`config.mk`:
```
export PLATFORM = sky130hd
export DESIGN_NAME = systolic_drain_flat
export DESIGN_NICKNAME = d
export VERILOG_FILES = /design/src/rtl/systolic_drain_if.sv /design/src/rtl/systolic_drain.sv /design/src/flat_wrapper.sv
export SDC_FILE = /design/constraint.sdc
export NUM_CORES = 1
export LEC_CHECK = 0
export ABC_CLOCK_PERIOD_IN_PS = 7120
export CAP_MARGIN = 20
export CORE_AREA = 4 4 103 105
export DETAILED_ROUTE_END_ITERATION = 10
export DIE_AREA = 0 0 107 109
export HOLD_SLACK_MARGIN = 0.08
export PLACE_DENSITY = 0.89
export SYNTH_ARGS = -nofsm -noshare
export SYNTH_HDL_FRONTEND = slang
export SYNTH_SLANG_ARGS = --single-unit
```
`constraint.sdc`:
```
create_clock -name clk -period 7.12 [get_ports clk]
set_clock_uncertainty 0.2 [all_clocks]
set_input_delay 0.712 -clock clk [delete_from_list [all_inputs] [get_ports clk]]
set_output_delay 0.712 -clock clk [all_outputs]
set_load 0.005 [all_outputs]
```
`src/rtl/systolic_drain_if.sv`:
```
// Result port of systolic_drain: FIFO head on a valid/ready handshake,
// plus the credit and status signals the issuing logic watches.
interface systolic_drain_if #(
   parameter int data_size  = 8,
   parameter int size       = 3,
   parameter int fifo_depth = 4
);
   logic [data_size*size-1:0]    out_vec;
   logic                         out_valid;
   logic                         out_ready;
   logic                         credit_ok;
   logic [$clog2(fifo_depth):0]  fifo_count;
   logic                         overflow;

   modport master (
      output out_vec,
      output out_valid,
      output credit_ok,
      output fifo_count,
      output overflow,
      input  out_ready
   );

   modport slave (
      input  out_vec,
      input  out_valid,
      input  credit_ok,
      input  fifo_count,
      input  overflow,
      output out_ready
   );
endinterface

```
`src/rtl/systolic_drain.sv`:
```
// Realigns the column-skewed y_stream of the systolic array into whole result
// vectors, queues them in a small FIFO and issues credit back to the issuer.
module systolic_drain #(
   parameter int data_size  = 8,
   parameter int size       = 3,
   parameter int fifo_depth = 4
) (
   input  logic                       clk,
   input  logic                       rst_n,
   input  logic [data_size*size-1:0]  y_stream,
   input  logic                       issue,
   input  logic                       flush,
   systolic_drain_if.master           res
);
   localparam int vec_w = data_size * size;
   localparam int vsr_w = 2 * size;
   localparam int aw    = $clog2(fifo_depth);
   localparam int cw    = aw + 1;
   localparam int fw    = $clog2(vsr_w + 1);
   localparam int sw    = ((cw > fw) ? cw : fw) + 1;

   logic [vsr_w-1:0] valid_sr;
   logic [vec_w-1:0] aligned;
   logic [vec_w-1:0] mem [fifo_depth];
   logic [aw-1:0]    wr_ptr;
   logic [aw-1:0]    rd_ptr;
   logic [cw-1:0]    count;
   logic             ovf;
   logic [fw-1:0]    in_flight;
   logic [sw-1:0]    committed;
   logic             full;
   logic             empty;
   logic             push;
   logic             pop;
   logic             accept;

   // Column c is captured size+c edges after issue and then delayed so that
   // every column lands in its last stage on the same edge (E + 2*size - 1).
   for (genvar c = 0; c < size; c++) begin : g_col
      localparam int stages = size - c;
      logic [data_size-1:0] stage [stages];

      always_ff @(posedge clk or negedge rst_n) begin
         if (!rst_n) begin
            for (int k = 0; k < stages; k++) begin
               stage[k] <= '0;
            end
         end else begin
            stage[0] <= y_stream[(size-c)*data_size-1 -: data_size];
            for (int k = 1; k < stages; k++) begin
               stage[k] <= stage[k-1];
            end
         end
      end

      assign aligned[(size-c)*data_size-1 -: data_size] = stage[stages-1];
   end

   always_ff @(posedge clk or negedge rst_n) begin
      if (!rst_n) begin
         valid_sr <= '0;
      end else if (flush) begin
         valid_sr <= '0;
      end else begin
         valid_sr <= {valid_sr[vsr_w-2:0], issue};
      end
   end

   assign full   = (count == cw'(fifo_depth));
   assign empty  = (count == '0);
   assign push   = valid_sr[vsr_w-1];
   assign pop    = !empty && res.out_ready;
   // A full FIFO still takes the new vector when the head leaves on the same edge.
   assign accept = push && (!full || pop);

   always_ff @(posedge clk or negedge rst_n) begin
      if (!rst_n) begin
         wr_ptr <= '0;
         rd_ptr <= '0;
         count  <= '0;
         ovf    <= 1'b0;
      end else if (flush) begin
         wr_ptr <= '0;
         rd_ptr <= '0;
         count  <= '0;
         ovf    <= 1'b0;
      end else begin
         if (accept) begin
            wr_ptr <= wr_ptr + 1'b1;
         end
         if (pop) begin
            rd_ptr <= rd_ptr + 1'b1;
         end
         if (accept && !pop) begin
            count <= count + 1'b1;
         end else if (pop && !accept) begin
            count <= count - 1'b1;
         end
         if (push && !accept) begin
            ovf <= 1'b1;
         end
      end
   end

   always_ff @(posedge clk) begin
      if (accept && !flush) begin
         mem[wr_ptr] <= aligned;
      end
   end

   always_comb begin
      in_flight = '0;
      for (int k = 0; k < vsr_w; k++) begin
         in_flight = in_flight + fw'(valid_sr[k]);
      end
   end

   // Vectors still in the pipe already own a FIFO slot for credit purposes.
   assign committed = sw'(count) + sw'(in_flight);

   assign res.out_vec    = empty ? '0 : mem[rd_ptr];
   assign res.out_valid  = !empty;
   assign res.credit_ok  = (committed < sw'(fifo_depth));
   assign res.fifo_count = count;
   assign res.overflow   = ovf;
endmodule
```
`src/flat_wrapper.sv`:
```
// flat-port wrapper written by rule: the top's interface ports become plain ports
module systolic_drain_flat 
#(
   parameter int data_size  = 8,
   parameter int size       = 3,
   parameter int fifo_depth = 4
)
  (clk, rst_n, y_stream, issue, flush, res_out_vec, res_out_valid, res_credit_ok, res_fifo_count, res_overflow, res_out_ready);
  systolic_drain_if #(.data_size(data_size), .size(size), .fifo_depth(fifo_depth)) res_i ();
  input  logic clk;
  input  logic rst_n;
  input  logic [data_size*size-1:0] y_stream;
  input  logic issue;
  input  logic flush;
  output wire logic [$bits(res_i.out_vec)-1:0] res_out_vec;
  output wire logic [$bits(res_i.out_valid)-1:0] res_out_valid;
  output wire logic [$bits(res_i.credit_ok)-1:0] res_credit_ok;
  output wire logic [$bits(res_i.fifo_count)-1:0] res_fifo_count;
  output wire logic [$bits(res_i.overflow)-1:0] res_overflow;
  input wire logic [$bits(res_i.out_ready)-1:0] res_out_ready;
  assign res_out_vec = res_i.out_vec;
  assign res_out_valid = res_i.out_valid;
  assign res_credit_ok = res_i.credit_ok;
  assign res_fifo_count = res_i.fifo_count;
  assign res_overflow = res_i.overflow;
  assign res_i.out_ready = res_out_ready;
  systolic_drain #(.data_size(data_size), .size(size), .fifo_depth(fifo_depth)) u_core (.clk(clk), .rst_n(rst_n), .y_stream(y_stream), .issue(issue), .flush(flush), .res(res_i));
endmodule
```
After elaboration in Yosys (flattened, before gate mapping)
Memories as Yosys holds them, arrays and structs flattened. Cells that the tools add are included. W data, S select, Z words.

Output and inout bits: 30. Memories kept: 1. Register bits after elaboration: 62. Memory bits (writable): 96. Word-level logic and storage cells: 54. Input port bits: 29.

Add/sub/neg operators: 10. Reductions and logical operators: 17. Eq/ne operators: 1. $lt $le $gt $ge: 1. Mux-type cells: 13.

Memory list: u_core.mem (words 4, bits a word 24, read ports 1, clocked after Yosys merged registers in 0, wr ports 1, line systolic_drain.sv:24) `logic [vec_w-1:0] mem [fifo_depth];`.

Operator list (count): $mux W24 (1); $add A3 B1 Y3 (4); $mux W3 (3); $mux W2 (4); $logic_and A1 B1 Y1 (6); $mux W6 (1); $reduce_bool A2 Y1 (3); $logic_not A1 Y1 (5); $add A2 B1 Y2 const B (2); $add A3 B3 Y4 (1); $lt A4 B3 Y1 const B (1); $mux W1 (4); $add A3 B1 Y3 const B (1); $eq A3 B3 Y1 const B (1); $logic_not A3 Y1 (1); $reduce_bool A3 Y1 (1); $sub A3 B1 Y3 const B (1); $add A1 B1 Y2 (1); $logic_or A1 B1 Y1 (1).

Logic depth before layout (Yosys ltp)
Gate-level depths: netlist (run 1).

Depth after elaboration: 10. Gate-level depth with buffers: 11. Depth with buffers taken out: 11.

Least setup slack after synthesis (run 1)
Ideal clock, no wire load.

Path type: register -> output. Start: reg u_core.valid_sr[0]. End: out res_credit_ok. Data arrival time: 2.634 ns. Data required time: 6.208 ns. Stages on the path, launching flop included: 12. Buffers on the path: 0. Setup slack: 3.574 ns. Cell sequence: dfrtp_1 > ha_1 > inv_1 > fa_1 > inv_1 > fa_1 > inv_1 > fa_1 > inv_1 > ha_1 > and3_2 > nor4_1.

Word-level cells in the longest chain between the ends: 7.

Ends and longest elaborated chain: from (decl) (line systolic_drain.sv:22) `logic [vsr_w-1:0] valid_sr;`; from (signal assigned) (line systolic_drain.sv:65) `valid_sr <= {valid_sr[vsr_w-2:0], issue};`; $add A1 B1 Y2 (line systolic_drain.sv:114) `in_flight = in_flight + fw'(valid_sr[k]);`; $add A3 B1 Y3 (4 in series) (line systolic_drain.sv:114); $add A3 B3 Y4 (line systolic_drain.sv:119) `assign committed = sw'(count) + sw'(in_flight);`; $lt A4 B3 Y1 (line systolic_drain.sv:123) `assign res.credit_ok = (committed < sw'(fifo_depth));`; to (decl) (line flat_wrapper.sv:17) `output wire logic [$bits(res_i.credit_ok)-1:0] res_credit_ok;`.

No other way between the ends.

Worst setup path in the final report (run 1)
Ends and elaborated chain as after synthesis.

==> impl_metrics.toml, run 1 <==
[status]
status = "complete, no violations"

[drt]
route.met2.wl_mm = 5.07
routed-wl-met3_microns = 401
drtPass1Iterations = 4
wl_mm = 9.57
wl_per_cell_microns = 18.9
drt-initial-drc-count = 102
vias = 2672
ant_nets = 0
drc_errors = 0
vias_per_cell = 5.29
highest_layer = "met4"
met1Wirelength_mm = 3.81

[worst_setup_path]
reg2reg_slack_ns = 4.54
critical_path_class = "flip-flop to primary output"
cp-end-kind = "primary output"
cp.arrival_ns = 3.82
regToRegEndpoint = "u_core.res.fifo_count[2]"
r2r_cells = 8
cp.required_ns = 6.21
rr_startpoint = "u_core.res.fifo_count[0]"
critPathLaunch = "u_core.valid_sr[0]"
cp_max_fo = 2
start_kind = "flip-flop"

[logic_synthesis]
yosysWarnings = 0
synth-xor-area-share = 0.00463
synthDistinctLibCells = 28
ys_seq_area_frac = 0.782
synth_top_area_frac = 0.508
netlist_area_sq_um = 5670
synth_compound_area_frac = 0.00927
synth_top_family_by_area = "multiplexers"
syn_inst = 287
synth_simple_gate_area_share = 0.0567
synth_area_leaders = "edfxtp_1 51%, dfrtp_1 27%, mux4_2 9.5%, and2_1 3.1%, ha_1 1.5%"
synth_fa_ha_area_frac = 0.0296
synthMuxAreaShare = 0.101
synth-seq-cells = 158
yosysTopAreaCell = "edfxtp_1"
syn_avg_cell_area_sq_um = 19.8
syn_nets = 327

[cts]
cts_tree = "built"
root_buffer = "clkbuf_8"
h-tree-depth = 4
clock_latency_ns = 0.52
cts_hold_buf = 0
clkTransAtPathRegs_ns = 0.07
cts_buffers = 17
cts-resized-gates = 0
cts_sinks = 158
cts_buffer_depth = 2
post-cts-setup-buffers = 0

[timing]
worst_slack_ns = 2.39
finalSetupViolCount = 0
post-route-period-util = 0.665
hold_viol = 0
tightest_slew_ns = 0.884
setup_tns_ns = 0
min_period_ns = 4.73
rsz0062_at_grt = "false"
slew_headroom = 0.411
slew_viol_final = 0
fmax_ghz = 0.211

[die]
rows = 36
die_w_microns = 107
die_area_sq_um = 11700
coreArea_sq_um = 9640
start_util = 0.588
ios = 59
die_h_microns = 109

[cells_and_area]
area_growth_pct = 23.7
fin_area_sq_um = 7020
instances_no_fill = 505
final_common_cell = "edfxtp_1"
fill_cells = 569
drive_above_1_share = 0.177
fin_nets = 399
layout_common_cells = "96 x edfxtp_1, 61 x dfrtp_1, 57 x clkdlybuf4s50_1, 28 x and2_1, 24 x mux4_2"
diodes = 0

[placement]
detailed_place_hpwl_mm = 5.51
place.port_buffers = 58
dp_slack_ns = 2.88
gp_congestion = 0.743
place_area_sq_um = 6400
dpl.cell_count = 472

[flow_run]
drv_cap = 0

[pwr]
p_per_area_nw_per_um2 = 336
ir_drop_uv = 281
power_uw = 2360
p_leak_uw = 0.00259

[global_route]
grt_max_degree = 63
grt_first_pass_wirelength_mm = 15.5
gr-total-overflow = 0
antenna_found_initial = 0
grt_usage = 0.186
grt_pass1_vias = 2881

[worst_hold_path]
hold_path.class = "input pin to asynchronous set/reset pin"
synthesized netlist by cell type (all sizes together):
cell	n
and3	1
nand2b	1
nand2	2
or3	1
xor2	2
o22ai	1
buf	4
nor2	11
edfxtp	96
fa	4
mux2i	1
clkbuf	7
a21oi	4
nor3b	2
nor4	2
dfrtp	62
a221o	1
nor2b	5
o21ai	2
mux4	24
and2	28
inv	13
xnor2	1
ha	7
nor4b	1
nand3	1
a31oi	1
mux2	2
worst max path at each step:
stage | endpoint | slack [ns] | cells after the start
floorplan | res_credit_ok | 3.57 | 11
global route | res_credit_ok | 2.14 | 12
CTS | res_credit_ok | 2.32 | 12
finish | res_credit_ok | 2.39 | 12
detailed placement | res_credit_ok | 2.88 | 12
global placement | res_credit_ok | 3.05 | 12
power by group:
part	total (uW)	leakage (uW)	switching [uW]	internal, uW
sequential	1060	0.00161	62.1	998
combinational	445	0.000690	161	284
clock	852	0.000289	355	498
sequential cells by signal (all words and copies together), names as in the netlist:
name	count
u_core.mem	96
u_core.g_col.stage	32
u_core.aligned	16
u_core.res.overflow	1
u_core.rd_ptr	2
u_core.res.fifo_count	3
u_core.wr_ptr	2
u_core.valid_sr	6
per-stage QoR:
step                hold WS (ns)  utilization
global placement           0.132        0.664
CTS                        0.154        0.725
finish                     0.152        0.728
floorplan                  0.131            -
global route               0.155        0.728
detailed placement         0.140        0.664
worst max-delay path, stage by stage (launching register included):
cell and delay, ns:
dfrtp_1 0.39, ha_1 0.29, inv_1 0.05, fa_1 0.47, inv_1 0.05, fa_1 0.35
inv_1 0.08, fa_1 0.40, inv_1 0.06, ha_1 0.21, and3_2 0.19, nor4_1 0.20
clkdlybuf4s50_1 0.58
layout make-up:
cell class                      count  area, sq um  area share
Sequential cell                   158         4440       0.632
Multi-Input combinational cell    105         1140       0.163
Timing Repair Buffer               64          641      0.0913
Clock buffer                       21          492      0.0701
Tap cell                          133          166      0.0237
Clock inverter                     11         91.3      0.0130
Inverter                           13         48.8     0.00696
metal layers:
metal  up-vias  GRT usage
met2        66      0.313
met5         -          0
met1      1371      0.223
met4         0     0.0913
met3        27     0.0527
li1       1208          -
cell families (layout without fill, tap and decap cells):
kind of cell / Yosys count / in the layout
adders and majority gates: 11 / 11
and+or+nand+nor: 55 / 55
buffers and inverters: 24 / 109
DFF: 158 / 158
muxes: 27 / 27
AOI/OAI and AO/OA: 9 / 9
xor gates and xnor gates: 3 / 3
(Power assumes the default switching activity.)
==> run 2, diff against run 1 <==
--- a/config.mk
+++ b/config.mk
@@ -5,13 +5,13 @@
 export SDC_FILE = /design/constraint.sdc
 export NUM_CORES = 1
 export LEC_CHECK = 0
-export ABC_CLOCK_PERIOD_IN_PS = 7120
+export ABC_CLOCK_PERIOD_IN_PS = 4400
 export CAP_MARGIN = 20
-export CORE_AREA = 4 4 103 105
+export CORE_AREA = 4 4 106 108
 export DETAILED_ROUTE_END_ITERATION = 10
-export DIE_AREA = 0 0 107 109
+export DIE_AREA = 0 0 110 112
 export HOLD_SLACK_MARGIN = 0.08
-export PLACE_DENSITY = 0.89
+export PLACE_DENSITY = 0.85
 export SYNTH_ARGS = -nofsm -noshare
 export SYNTH_HDL_FRONTEND = slang
 export SYNTH_SLANG_ARGS = --single-unit
==> constraint.sdc (replaced) <==
create_clock -name clk -period 4.4 [get_ports clk]
set_clock_uncertainty 0.2 [all_clocks]
set_input_delay 0.44 -clock clk [delete_from_list [all_inputs] [get_ports clk]]
set_output_delay 0.44 -clock clk [all_outputs]
set_load 0.005 [all_outputs]
==> run 2 against run 1 <==
Compared with the run above:
- total power rose by 61%
- critical path depth did not move
- routed wire length rose by 2.3%
- critical endpoint unchanged
- die area rose by 5.6%
- largest power group unchanged
- critical path type unchanged
- cell count rose by 0.79%
==> impl_metrics.toml, run 2 (synthesis results as in run 1) <==
[cts]
clkTransAtPathRegs_ns = 0.06
root_buffer = "clkbuf_8"
cts_buffers = 17
cts_sinks = 158
cts_buffer_depth = 2
clock_latency_ns = 0.52
cts_tree = "built"
post-cts-setup-buffers = 0
h-tree-depth = 4

[placement]
dpl.cell_count = 476
place.port_buffers = 58
detailed_place_hpwl_mm = 5.69
gp_congestion = 0.759

[worst_setup_path]
start_kind = "flip-flop"
cp_max_fo = 2
cp-end-kind = "primary output"
reg2reg_slack_ns = 1.83
regToRegEndpoint = "u_core.res.fifo_count[2]"
r2r_cells = 8
rr_startpoint = "u_core.res.fifo_count[0]"
crit_path_end = "res_credit_ok"
cp.arrival_ns = 3.46
cp.required_ns = 3.76
critical_path_class = "flip-flop to primary output"
critPathLaunch = "u_core.valid_sr[0]"

[global_route]
grt_first_pass_wirelength_mm = 15.9
use_met2 = 0.293
gr-total-overflow = 0
antenna_found_initial = 0
grt_busiest_layer = "met2"
grt_usage = 0.179
met3_usage = 0.0475
grt_pass1_vias = 2940
global_route.usage.met1 = 0.223
grt_max_degree = 33

[drt]
drt-initial-drc-count = 84
drc_errors = 0
wl_per_cell_microns = 19.2
wl_mm = 9.79
vias = 2727
vias_per_cell = 5.36
drtPass1Iterations = 4
ant_nets = 0

[timing]
finalSetupViolCount = 0
min_period_ns = 4.10
post-route-period-util = 0.932
rsz0062_at_grt = "false"
hold_viol = 0
tightest_slew_ns = 0.884
setup_tns_ns = 0
slew_viol_final = 0
slew_headroom = 0.411
fmax_ghz = 0.244

[cells_and_area]
area_growth_pct = 23.6
diodes = 0
fill_cells = 633
top_register = "u_core.mem"
fin_nets = 400
final_common_cell = "edfxtp_1"
drive_above_1_share = 0.169
instances_no_fill = 509
largest_reg_flops = 96
layout_common_cells = "96 x edfxtp_1, 61 x dfrtp_1, 56 x clkdlybuf4s50_1, 28 x and2_1, 24 x mux4_2"

[die]
coreArea_sq_um = 10200
ios = 59
rows = 37
start_util = 0.554
die_h_microns = 112
die_area_sq_um = 12300
die_w_microns = 110

[pwr]
p_per_area_nw_per_um2 = 542
ir_drop_uv = 426
p_leak_uw = 0.00257

[flow_run]
drv_cap = 0

[worst_hold_path]
hold_path.class = "flip-flop to flip-flop"

[status]
status = "complete, no violations"
## run 2: final cells by class
cell class                 instances  area, sq um  share of cell area
sequential                       158         4440               0.633
multi-input combinational        105         1140               0.163
timing repair buffer              65          649              0.0927
clock buffer                      19          422              0.0602
tap                              136          170              0.0243
clock inverter                    13          140              0.0200
inverter                          13         48.8             0.00696
## run 2: where the power goes
| group | leakage (uW) | total, uW | switching, uW | internal, uW |
|---|---|---|---|---|
| Sequential | 0.00161 | 1720 | 100 | 1620 |
| Combinational | 0.000693 | 710 | 252 | 458 |
| Clock | 0.000267 | 1370 | 561 | 809 |
| Total | 0.00257 | 3800 | 913 | 2880 |
## run 2: metal layers
metal,part of all wire,vias to the layer above
li1,-,1206
met1,0.40,1443
met2,0.54,60
met3,0.040,18
met4,0.020,0
met5,0,-
## run 2: what timing repair did
item                                    4_1_cts  5_1_grt
hold buffers                                  1        0
gates resized for setup                       1        0
endpoints found under the setup margin        1        0
hold endpoints to repair                     30        0
## run 2: through the flow
| stage | area (sq um) | hold WS, ns | total power [uW] | setup WS [ns] | utilization |
|---|---|---|---|---|---|
| floorplan | 5670 | -0.0556 | 2070 | 1.13 | - |
| global placement | 6410 | 0.133 | 2440 | 0.592 | 0.626 |
| detailed placement | 6440 | 0.135 | 2470 | 0.509 | 0.629 |
| CTS | 7010 | 0.131 | 3840 | 0.239 | 0.685 |
| global route | 7010 | 0.132 | 3960 | 0.103 | 0.685 |
| finish | 7010 | 0.148 | 3800 | 0.297 | 0.685 |
## run 2: worst min path at each step
| stage | from | end | slack [ns] | cells after the start |
|---|---|---|---|---|
| after CTS | y_stream[12] | u_core.g_col[1].stage[12] | 0.13 | 1 |
| after floorplan | rst_n | u_core.aligned[10] | -0.06 | 0 |
| after global placement | u_core.g_col[1].stage[15] | u_core.aligned[15] | 0.13 | 0 |
| after detailed placement | u_core.g_col[1].stage[15] | u_core.aligned[15] | 0.13 | 0 |
| final | u_core.g_col[1].stage[15] | u_core.aligned[15] | 0.15 | 0 |
| after global routing | y_stream[9] | u_core.g_col[1].stage[9] | 0.13 | 1 |
## run 2: critical path: stages, from the launching register on
cell and delay, ns:
dfrtp_1 0.38, ha_1 0.28, inv_1 0.04, fa_1 0.47
inv_1 0.05, fa_1 0.36, inv_1 0.07, fa_1 0.40
inv_1 0.06, ha_1 0.21, and3_2 0.19, nor4_1 0.15
dlygate4sd2_1 0.26
